==> config.mk <==
export PLATFORM = sky130hd
export DESIGN_NAME = focal_row_stream
export DESIGN_NICKNAME = d
export VERILOG_FILES = /design/src/rtl/focal_row_stream.sv
export SDC_FILE = /design/constraint.sdc
export NUM_CORES = 1
export LEC_CHECK = 0
export ABC_AREA = 0
export BUFFER_PORTS_ARGS = -buffer_cell sky130_fd_sc_hd__buf_2
export CAP_MARGIN = 30
export CORE_ASPECT_RATIO = 0.75
export CORE_UTILIZATION = 45
export CTS_CLUSTER_DIAMETER = 50
export DETAILED_ROUTE_END_ITERATION = 8
export PLACE_DENSITY = 0.73
export RECOVER_POWER = 50
export SLEW_MARGIN = 40
export SYNTH_ARGS = -nofsm -noshare
export SYNTH_HDL_FRONTEND = slang
export SYNTH_SLANG_ARGS = --single-unit
==> constraint.sdc <==
create_clock -name clk -period 7.3 [get_ports clk]
set_input_delay 0.73 -clock clk [delete_from_list [all_inputs] [get_ports clk]]
set_output_delay 0.73 -clock clk [all_outputs]
set_load 0.005 [all_outputs]
==> src/rtl/focal_row_stream.sv <==
// Streaming 1-D max/min focal filter over raster rows with a clipped (2R+1)-pixel window,
// valid/ready handshakes on both sides and an R-advance flush at the end of each row.
module focal_row_stream #(
   parameter int W = 4,
   parameter int R = 1
) (
   input  logic         clk,
   input  logic         rst_n,
   input  logic         clr,
   input  logic         mode,
   input  logic [W-1:0] in_data,
   input  logic         in_valid,
   input  logic         in_last,
   output logic         in_ready,
   output logic [W-1:0] out_data,
   output logic         out_valid,
   output logic         out_last,
   input  logic         out_ready
);

   typedef enum logic [1:0] {IDLE, RUN, FLUSH} state_t;

   state_t                state_q;
   logic [2*R:0]          win_vld_q, win_vld_d;
   logic [2*R:0][W-1:0]   win_pix_q, win_pix_d;
   logic                  mode_q;
   logic [1:0]            flush_cnt_q;
   logic [W-1:0]          out_data_q;
   logic                  out_valid_q, out_last_q;

   logic                  slot_free, accept, flush_adv, advance, final_adv, emit;
   logic [W-1:0]          red_d;

   // Invalid entries start the accumulator at the identity value, so they never win.
   function automatic logic [W-1:0] reduce(input logic [2*R:0] vld,
                                           input logic [2*R:0][W-1:0] pix,
                                           input logic use_min);
      logic [W-1:0] acc;
      acc = use_min ? {W{1'b1}} : {W{1'b0}};
      for (int i = 0; i <= 2*R; i++) begin
         if (vld[i] && (use_min ? (pix[i] < acc) : (pix[i] > acc)))
            acc = pix[i];
      end
      return acc;
   endfunction

   always_comb begin
      slot_free = !out_valid_q || out_ready;
      in_ready  = slot_free && (state_q != FLUSH);
      accept    = in_valid && in_ready;
      flush_adv = (state_q == FLUSH) && slot_free;
      advance   = accept || flush_adv;
      final_adv = flush_adv && (flush_cnt_q == 2'(R-1));
      win_vld_d = {win_vld_q[2*R-1:0], accept};
      win_pix_d = {win_pix_q[2*R-1:0], in_data};
      emit      = advance && win_vld_d[R];
      red_d     = reduce(win_vld_d, win_pix_d, mode_q);
   end

   always_ff @(posedge clk or negedge rst_n) begin
      if (!rst_n) begin
         state_q     <= IDLE;
         win_vld_q   <= '0;
         win_pix_q   <= '0;
         mode_q      <= 1'b0;
         flush_cnt_q <= 2'd0;
         out_data_q  <= '0;
         out_valid_q <= 1'b0;
         out_last_q  <= 1'b0;
      end else if (clr) begin
         state_q     <= IDLE;
         win_vld_q   <= '0;
         win_pix_q   <= '0;
         mode_q      <= 1'b0;
         flush_cnt_q <= 2'd0;
         out_data_q  <= '0;
         out_valid_q <= 1'b0;
         out_last_q  <= 1'b0;
      end else begin
         // The final flush advance drops the whole window so the next row starts clean.
         if (advance) begin
            win_vld_q <= final_adv ? '0 : win_vld_d;
            win_pix_q <= win_pix_d;
         end

         if (emit) begin
            out_data_q  <= red_d;
            out_valid_q <= 1'b1;
            out_last_q  <= final_adv;
         end else if (out_ready) begin
            out_data_q  <= '0;
            out_valid_q <= 1'b0;
            out_last_q  <= 1'b0;
         end

         case (state_q)
            IDLE: begin
               if (accept) begin
                  mode_q      <= mode;
                  flush_cnt_q <= 2'd0;
                  state_q     <= in_last ? FLUSH : RUN;
               end
            end
            RUN: begin
               if (accept && in_last) begin
                  flush_cnt_q <= 2'd0;
                  state_q     <= FLUSH;
               end
            end
            FLUSH: begin
               if (flush_adv) begin
                  if (final_adv) begin
                     flush_cnt_q <= 2'd0;
                     state_q     <= IDLE;
                  end else begin
                     flush_cnt_q <= flush_cnt_q + 2'd1;
                  end
               end
            end
            default: state_q <= IDLE;
         endcase
      end
   end

   assign out_data  = out_data_q;
   assign out_valid = out_valid_q;
   assign out_last  = out_last_q;

endmodule

==> metrics.json, run 1 <==
{
  "yosys.cell_types.count": {"value": 37},
  "synthesis.nets": {"value": 175},
  "route.vias.total": {"value": 1185},
  "synth_async_sr_flop_share": {"value": 100, "unit": "%"},
  "total_leakage_power": {"value": 0.751, "unit": "nW"},
  "pin_count_of_the_biggest_net_entering_global_routing": {"value": 22},
  "cts.hold.buffers_added": {"value": 0},
  "setup_tns": {"value": 0, "unit": "ps"},
  "yosysMostFrequentCell": {"value": "dfrtp_1"},
  "gp_routability_congestion": {"value": 0.816},
  "globalRouteTotalUtil": {"value": 22.1, "unit": "%"},
  "max_clock_freq": {"value": 188, "unit": "MHz"},
  "synth_seq_area_share": {"value": 36.6, "unit": "%"},
  "synth.top_cell.area_share": {"value": 36.6, "unit": "%"},
  "grt_pass1_wl": {"value": 5540, "unit": "um"},
  "clock_skews": {"value": 2.85, "unit": "ps"},
  "worst_hold_path.num_cells": {"value": 2},
  "syn_area_per_cell": {"value": 9.51, "unit": "um2"},
  "floorplan.io_pins": {"value": 18},
  "synth_top_cells_by_area": {"value": "dfrtp_1 (37%), ha_1 (11%), mux2i_1 (7.7%), a221oi_2 (4.2%), nor2_1 (3.9%)"},
  "worst_hold_class": {"value": "reg2reg"},
  "synth.largest_area_cell": {"value": "dfrtp_1"},
  "cts.path.max_buffers": {"value": 2},
  "fp.dieW": {"value": 67.2, "unit": "um"},
  "synth_area": {"value": 1440, "unit": "um2"},
  "std_cell_rows": {"value": 17},
  "critPathRequiredTime": {"value": 7480, "unit": "ps"},
  "clock_latency": {"value": 260, "unit": "ps"},
  "finished_core_util": {"value": 53.7, "unit": "%"},
  "core_area": {"value": 2980, "unit": "um2"},
  "place.port_buffers": {"value": 17},
  "final_hold_viol_count": {"value": 0},
  "detailed_place.area": {"value": 1560, "unit": "um2"},
  "initial_core_util": {"value": 48.2, "unit": "%"},
  "finalCritPeriodShare": {"value": 73.0, "unit": "%"},
  "cts_repair_resize_count": {"value": 0},
  "power_density": {"value": 187, "unit": "nW/um2"},
  "via_per_inst": {"value": 5.75},
  "design.die.area": {"value": 3420, "unit": "um2"},
  "post-cts-setup-buffer-count": {"value": 0},
  "max_slew.worst_pin.slew": {"value": 1130, "unit": "ps"},
  "diodes": {"value": 0},
  "cp.arrival": {"value": 5510, "unit": "ps"},
  "synthTopCellsByCount": {"value": "dfrtp_1 (21), nor2_1 (15), ha_1 (13)"},
  "count_of_flip_flops_with_a_built_in_enable_after_synthesis": {"value": 0},
  "rsz0062_at_grt": {"value": "no"},
  "post-layout-total-power": {"value": 300, "unit": "uW"},
  "depth_of_the_cts_h_tree": {"value": 1},
  "ys_ff_latch": {"value": 21},
  "cts_root_buf": {"value": "clkbuf_8"},
  "critPathLaunchType": {"value": "input port"},
  "ys_dominant_reg_cell": {"value": "dfrtp_1"},
  "regToRegSetupSlack": {"value": 1990, "unit": "ps"},
  "initialDrtViolationCount": {"value": 60},
  "drv_cap": {"value": 0},
  "worst_slew_slack_as_a_fraction_of_its_limit": {"value": 24.4, "unit": "%"},
  "grt_overflow": {"value": 0},
  "finalSetupViolCount": {"value": 0},
  "endpoint_kind": {"value": "register"},
  "fin_nets": {"value": 193},
  "vdd_drop_max": {"value": 0.107, "unit": "mV"},
  "grt_antenna_before_repair": {"value": 0},
  "layout-drive-gt1-share": {"value": 16.1, "unit": "%"},
  "worst-path-max-fanout": {"value": 10},
  "drt_pass1_iterations": {"value": 4},
  "outcome": {"value": "finished clean"},
  "synthesis.instances": {"value": 151},
  "worst-setup-path-type": {"value": "in2reg"},
  "wirelength": {"value": 3270, "unit": "um"},
  "tritoncts_clock_tree": {"value": "done"},
  "drcViolationCount": {"value": 0},
  "design_area": {"value": 1600, "unit": "um2"},
  "rr_worst_depth": {"value": 21},
  "cts_inserted_buffers": {"value": 3},
  "yosys_warnings": {"value": 0},
  "dp.final_hpwl": {"value": 2440, "unit": "um"},
  "die_y": {"value": 50.9, "unit": "um"},
  "clk_pin_slew": {"value": 70, "unit": "ps"},
  "antenna_left": {"value": 0},
  "period_needed": {"value": 5330, "unit": "ps"},
  "grt_pass1_vias": {"value": 1182},
  "timing.final.max_slew_violations": {"value": 0},
  "area_delta_synth_final": {"value": 11.4, "unit": "%"},
  "detail_route.wl_per_cell": {"value": 15.8, "unit": "um"},
  "clkSinkCount": {"value": 21}
}
flip-flops by register name, indices dropped and copies added (netlist names):
name	cells
out_valid	1
mode_q	1
flush_cnt_q	2
state_q	2
out_last	1
win_vld_q	2
win_pix_d	8
out_data	4
routing by layer:
metal	vias to the layer above	track usage (%)	routed length, um
met5	-	0	0
met4	0	6.74	40
met3	4	5.58	162
met2	38	34.2	1440
met1	545	30.0	1620
li1	598	-	-
per-stage QoR:
stage                     hold WS [ps]  cells  setup WS [ps]
after floorplan                    434    151           2380
after global placement             465    202           1860
after detailed placement           481    202           1630
after CTS                          436    206           1900
after global routing               519    206           1630
final                              485    206           1970
critical path, stage by stage:
cell and delay [ps]:
buf_2 130, ha_1 300, nor2b_1 140, o211a_1 210
a211oi_2 290, a31oi_2 260, a21o_1 220, ha_1 170
inv_1 50, a21oi_1 50, o21ai_1 180, mux2i_2 610
a221oi_2 150, o21bai_1 210, ha_1 310, and4b_1 200
a211oi_1 330, mux2i_1 430, nor2b_1 320, a22oi_1 110
o21ai_1 100
logic make-up after synthesis:
kind of cell    share of synthesized area, %
buf+inv                                 4.36
simple gates                            14.2
compound gates                          25.9
flops                                   36.6
fa+ha+maj                               11.3
mux                                     7.67
cell usage in the layout, fill, tap and decap left out, drive strengths merged, types with 3 or more instances in the layout:
cell    instances
a21oi           7
a211oi          4
nor2           15
nand2          10
a22oi           5
ha             13
o31ai           3
dfrtp          21
a311o           4
buf            15
clkbuf          7
mux2i          11
nor2b           3
inv            11
a221oi          4
o21ai          11
o21bai          3
power by group:
part           switching [mW]  leakage [nW]  internal (mW)  total (mW)
logic                  0.0555         0.443         0.0396      0.0951
clock network          0.0368        0.0228         0.0389      0.0756
registers             0.00740         0.285          0.122       0.129
cell type report:
type                    instances  area (um2)
multi-input cells             114         852
flip-flops and latches         21         526
inverters                      11        41.3
repair buffers                 18        88.8
well taps                      38        47.5
clock buffers                   4        45.0
fillers                       272        1380
final timing paths:
path	from	endpoint
worst max-delay path	in_data[1]	out_data[2]$_DFFE_PN0P_
worst min-delay path	out_last$_DFFE_PN0P_	out_last$_DFFE_PN0P_
worst max register to register	mode_q$_DFFE_PN0P_	out_data[2]$_DFFE_PN0P_
worst min register to register	out_last$_DFFE_PN0P_	out_last$_DFFE_PN0P_
max in group asynchronous	rst_n	out_valid$_DFFE_PN0P_
min in group asynchronous	rst_n	win_pix_d[5]$_DFFE_PN0P_
Power figures use the tool's default switching activity.
==> run 2: changes to the inputs <==
Settings changed: ABC_AREA 0 to 1, PLACE_DENSITY 0.73 to 0.76.
Clock period 7.3 ns to 4.34 ns, I/O delays scaled along.
==> metrics.json, run 2 <==
{
  "p_int": {"value": 516, "unit": "uW"},
  "grt_pass1_wl": {"value": 5220, "unit": "um"},
  "clock_skews": {"value": 4.34, "unit": "ps"},
  "depth_of_the_cts_h_tree": {"value": 1},
  "max_slew.worst_pin.slew": {"value": 1180, "unit": "ps"},
  "synth_top_cells_by_area": {"value": "dfrtp_1 (35%), ha_1 (11%), nand2_1 (11%), nand3_1 (9.0%), inv_1 (6.0%)"},
  "design.die.area": {"value": 3590, "unit": "um2"},
  "initialDrtViolationCount": {"value": 65},
  "area_delta_synth_final": {"value": 12.1, "unit": "%"},
  "via_per_inst": {"value": 5.25},
  "power.net_switching": {"value": 489, "unit": "uW"},
  "worst_hold_class": {"value": "in2async"},
  "cts_root_buf": {"value": "clkbuf_8"},
  "place.port_buffers": {"value": 17},
  "worst_slew_slack_as_a_fraction_of_its_limit": {"value": 21.2, "unit": "%"},
  "worst_r2r_src": {"value": "mode_q$_DFFE_PN0P_"},
  "diodes": {"value": 0},
  "final_hold_viol_count": {"value": 0},
  "setup_tns": {"value": 0, "unit": "ps"},
  "pin_count_of_the_biggest_net_entering_global_routing": {"value": 22},
  "globalRouteTotalUtil": {"value": 20.0, "unit": "%"},
  "ys_dominant_reg_cell": {"value": "dfrtp_1"},
  "yosys.cell_types.count": {"value": 29},
  "gp_routability_congestion": {"value": 0.850},
  "vdd_drop_max": {"value": 0.340, "unit": "mV"},
  "detailed_place.area": {"value": 1630, "unit": "um2"},
  "yosysMostFrequentCell": {"value": "nand2_1"},
  "synth_area": {"value": 1510, "unit": "um2"},
  "synthesis.nets": {"value": 221},
  "fp.dieW": {"value": 68.8, "unit": "um"},
  "synth_async_sr_flop_share": {"value": 100, "unit": "%"},
  "yosys_warnings": {"value": 0},
  "endpoint_kind": {"value": "register"},
  "grt_pass1_vias": {"value": 1195},
  "share_comb_of_total_power": {"value": 58.7, "unit": "%"},
  "outcome": {"value": "finished clean"},
  "synth_seq_area_share": {"value": 34.9, "unit": "%"},
  "ys_ff_latch": {"value": 21},
  "power_density": {"value": 594, "unit": "nW/um2"},
  "synthTopCellsByCount": {"value": "nand2_1 (43), nand3_1 (27), inv_1 (24)"},
  "antenna_left": {"value": 0},
  "drcViolationCount": {"value": 0},
  "die_y": {"value": 52.1, "unit": "um"},
  "synthesis.instances": {"value": 197},
  "synth.largest_area_cell": {"value": "dfrtp_1"},
  "critical_path.startpoint": {"value": "mode_q$_DFFE_PN0P_"},
  "drt_pass1_iterations": {"value": 5},
  "pwr-share-seq": {"value": 28.1, "unit": "%"},
  "clk_network_pwr_share": {"value": 13.2, "unit": "%"},
  "power_switching_share": {"value": 48.7, "unit": "%"},
  "detail_route.wl_per_cell": {"value": 12.2, "unit": "um"},
  "wirelength": {"value": 3110, "unit": "um"},
  "final_common_cell": {"value": "nand2_1"},
  "worst-path-max-fanout": {"value": 9},
  "std_cell_rows": {"value": 17},
  "rr_worst_depth": {"value": 26},
  "clkSinkCount": {"value": 21},
  "post-layout-total-power": {"value": 1.00, "unit": "mW"},
  "clk_pin_slew": {"value": 80, "unit": "ps"},
  "timing.final.max_slew_violations": {"value": 0},
  "finalSetupViolCount": {"value": 0},
  "count_of_flip_flops_with_a_built_in_enable_after_synthesis": {"value": 0},
  "design_area": {"value": 1690, "unit": "um2"},
  "r2r_end": {"value": "out_data[3]$_DFFE_PN0P_"},
  "syn_area_per_cell": {"value": 7.65, "unit": "um2"},
  "drv_cap": {"value": 0},
  "cts.hold.buffers_added": {"value": 0},
  "core_area": {"value": 3060, "unit": "um2"},
  "worst-setup-path-type": {"value": "reg2reg"},
  "grt_overflow": {"value": 0},
  "initial_core_util": {"value": 49.2, "unit": "%"},
  "largest_reg_flops": {"value": 8},
  "grt_antenna_before_repair": {"value": 0},
  "regToRegSetupSlack": {"value": 370, "unit": "ps"},
  "period_needed": {"value": 3970, "unit": "ps"},
  "fin_nets": {"value": 242},
  "max_clock_freq": {"value": 252, "unit": "MHz"},
  "layout-drive-gt1-share": {"value": 17.1, "unit": "%"},
  "total_leakage_power": {"value": 0.905, "unit": "nW"},
  "critPathLaunchType": {"value": "register"},
  "cts_inserted_buffers": {"value": 3},
  "cp.arrival": {"value": 4140, "unit": "ps"},
  "synth.top_cell.area_share": {"value": 34.9, "unit": "%"},
  "cts.path.max_buffers": {"value": 2},
  "layout_common_cells": {"value": "nand2_1 (43), nand3_1 (26), inv_1 (23)"},
  "critPathRequiredTime": {"value": 4510, "unit": "ps"},
  "clock_latency": {"value": 270, "unit": "ps"},
  "tritoncts_clock_tree": {"value": "done"},
  "finalCritPeriodShare": {"value": 91.6, "unit": "%"},
  "route.vias.total": {"value": 1338},
  "floorplan.io_pins": {"value": 18},
  "dp.final_hpwl": {"value": 2450, "unit": "um"}
}
run 2: metrics by stage:
step / hold WS (ps) / setup slack, ps / instances / utilization [%]
3_3_place_gp: 425 / 234 / 250 / 53.3
2_1_floorplan: 138 / 669 / 197 / -
3_5_place_dp: 427 / 215 / 250 / 53.3
4_1_cts: 135 / 169 / 254 / 54.7
5_1_grt: 447 / -12.7 / 255 / 55.2
6_report: 385 / 366 / 255 / 55.2
run 2: power by group through the flow:
stage | clock network (mW) | registers (mW) | logic [mW]
floorplan | 0 | 0.273 | 0.458
global placement | 0 | 0.282 | 0.564
detailed placement | 0 | 0.282 | 0.571
CTS | 0.136 | 0.278 | 0.574
global route | 0.144 | 0.287 | 0.679
finish | 0.133 | 0.282 | 0.590
run 2: how the worst max path moves through the flow:
stage,depth (start not counted),to,slack [ps]
4_1_cts,26,out_data[3]$_DFFE_PN0P_,170
6_report,26,out_data[3]$_DFFE_PN0P_,370
3_5_place_dp,29,out_data[3]$_DFFE_PN0P_,210
2_1_floorplan,27,out_data[0]$_DFFE_PN0P_,670
3_3_place_gp,26,out_data[1]$_DFFE_PN0P_,230
5_1_grt,29,out_data[3]$_DFFE_PN0P_,-10
run 2: cells by family (layout without fill, tap and decap cells):
logic type | after synthesis | after routing | synth area share [%]
compound gates | 33 | 33 | 13.9
buf+inv | 36 | 56 | 9.21
flops | 21 | 21 | 34.9
simple gates | 94 | 94 | 31.3
fa+ha+maj | 13 | 13 | 10.8
run 2: per-layer routing:
layer	share of wire, %	vias to the layer above	wire length (um)	track usage [%]
met5	0	-	0	0
met2	41	31	1270	29.1
li1	-	703	-	-
met3	5.1	3	159	6.14
met1	53	601	1650	28.8
met4	0.77	0	24	4.42
run 2: what timing repair did:
item / 4_1_cts / 5_1_grt
gates resized for setup: 0 / 5
hold endpoints to repair: 0 / 0
setup buffers: 0 / 1
endpoints found under the setup margin: 0 / 4
run 2: final cells by class:
type / count / area, um2
flip-flops and latches: 21 / 527
well taps: 38 / 47.5
inverters: 34 / 133
repair buffers: 18 / 90.1
clock buffers: 4 / 45.0
multi-input cells: 140 / 848
fillers: 318 / 1370
run 2: critical path, stage by stage (launching register included):
cell and delay (ps):
dfrtp_2 450, inv_4 120, ha_1 250, nand2_1 70, inv_1 40, nand2_1 60
nand2_1 100, nand2_1 80, nand2_1 90, nand3_1 140, nand2_1 70, ha_1 310
a21oi_1 190, nand3_1 210, nand3_2 160, nand3_1 110, and2_1 160, ha_1 290
a21o_1 180, a21oi_1 160, inv_1 60, nand2_1 100, nand3_4 110, o21ai_1 140
clkinv_1 80, nand2_1 70, nand2_1 50
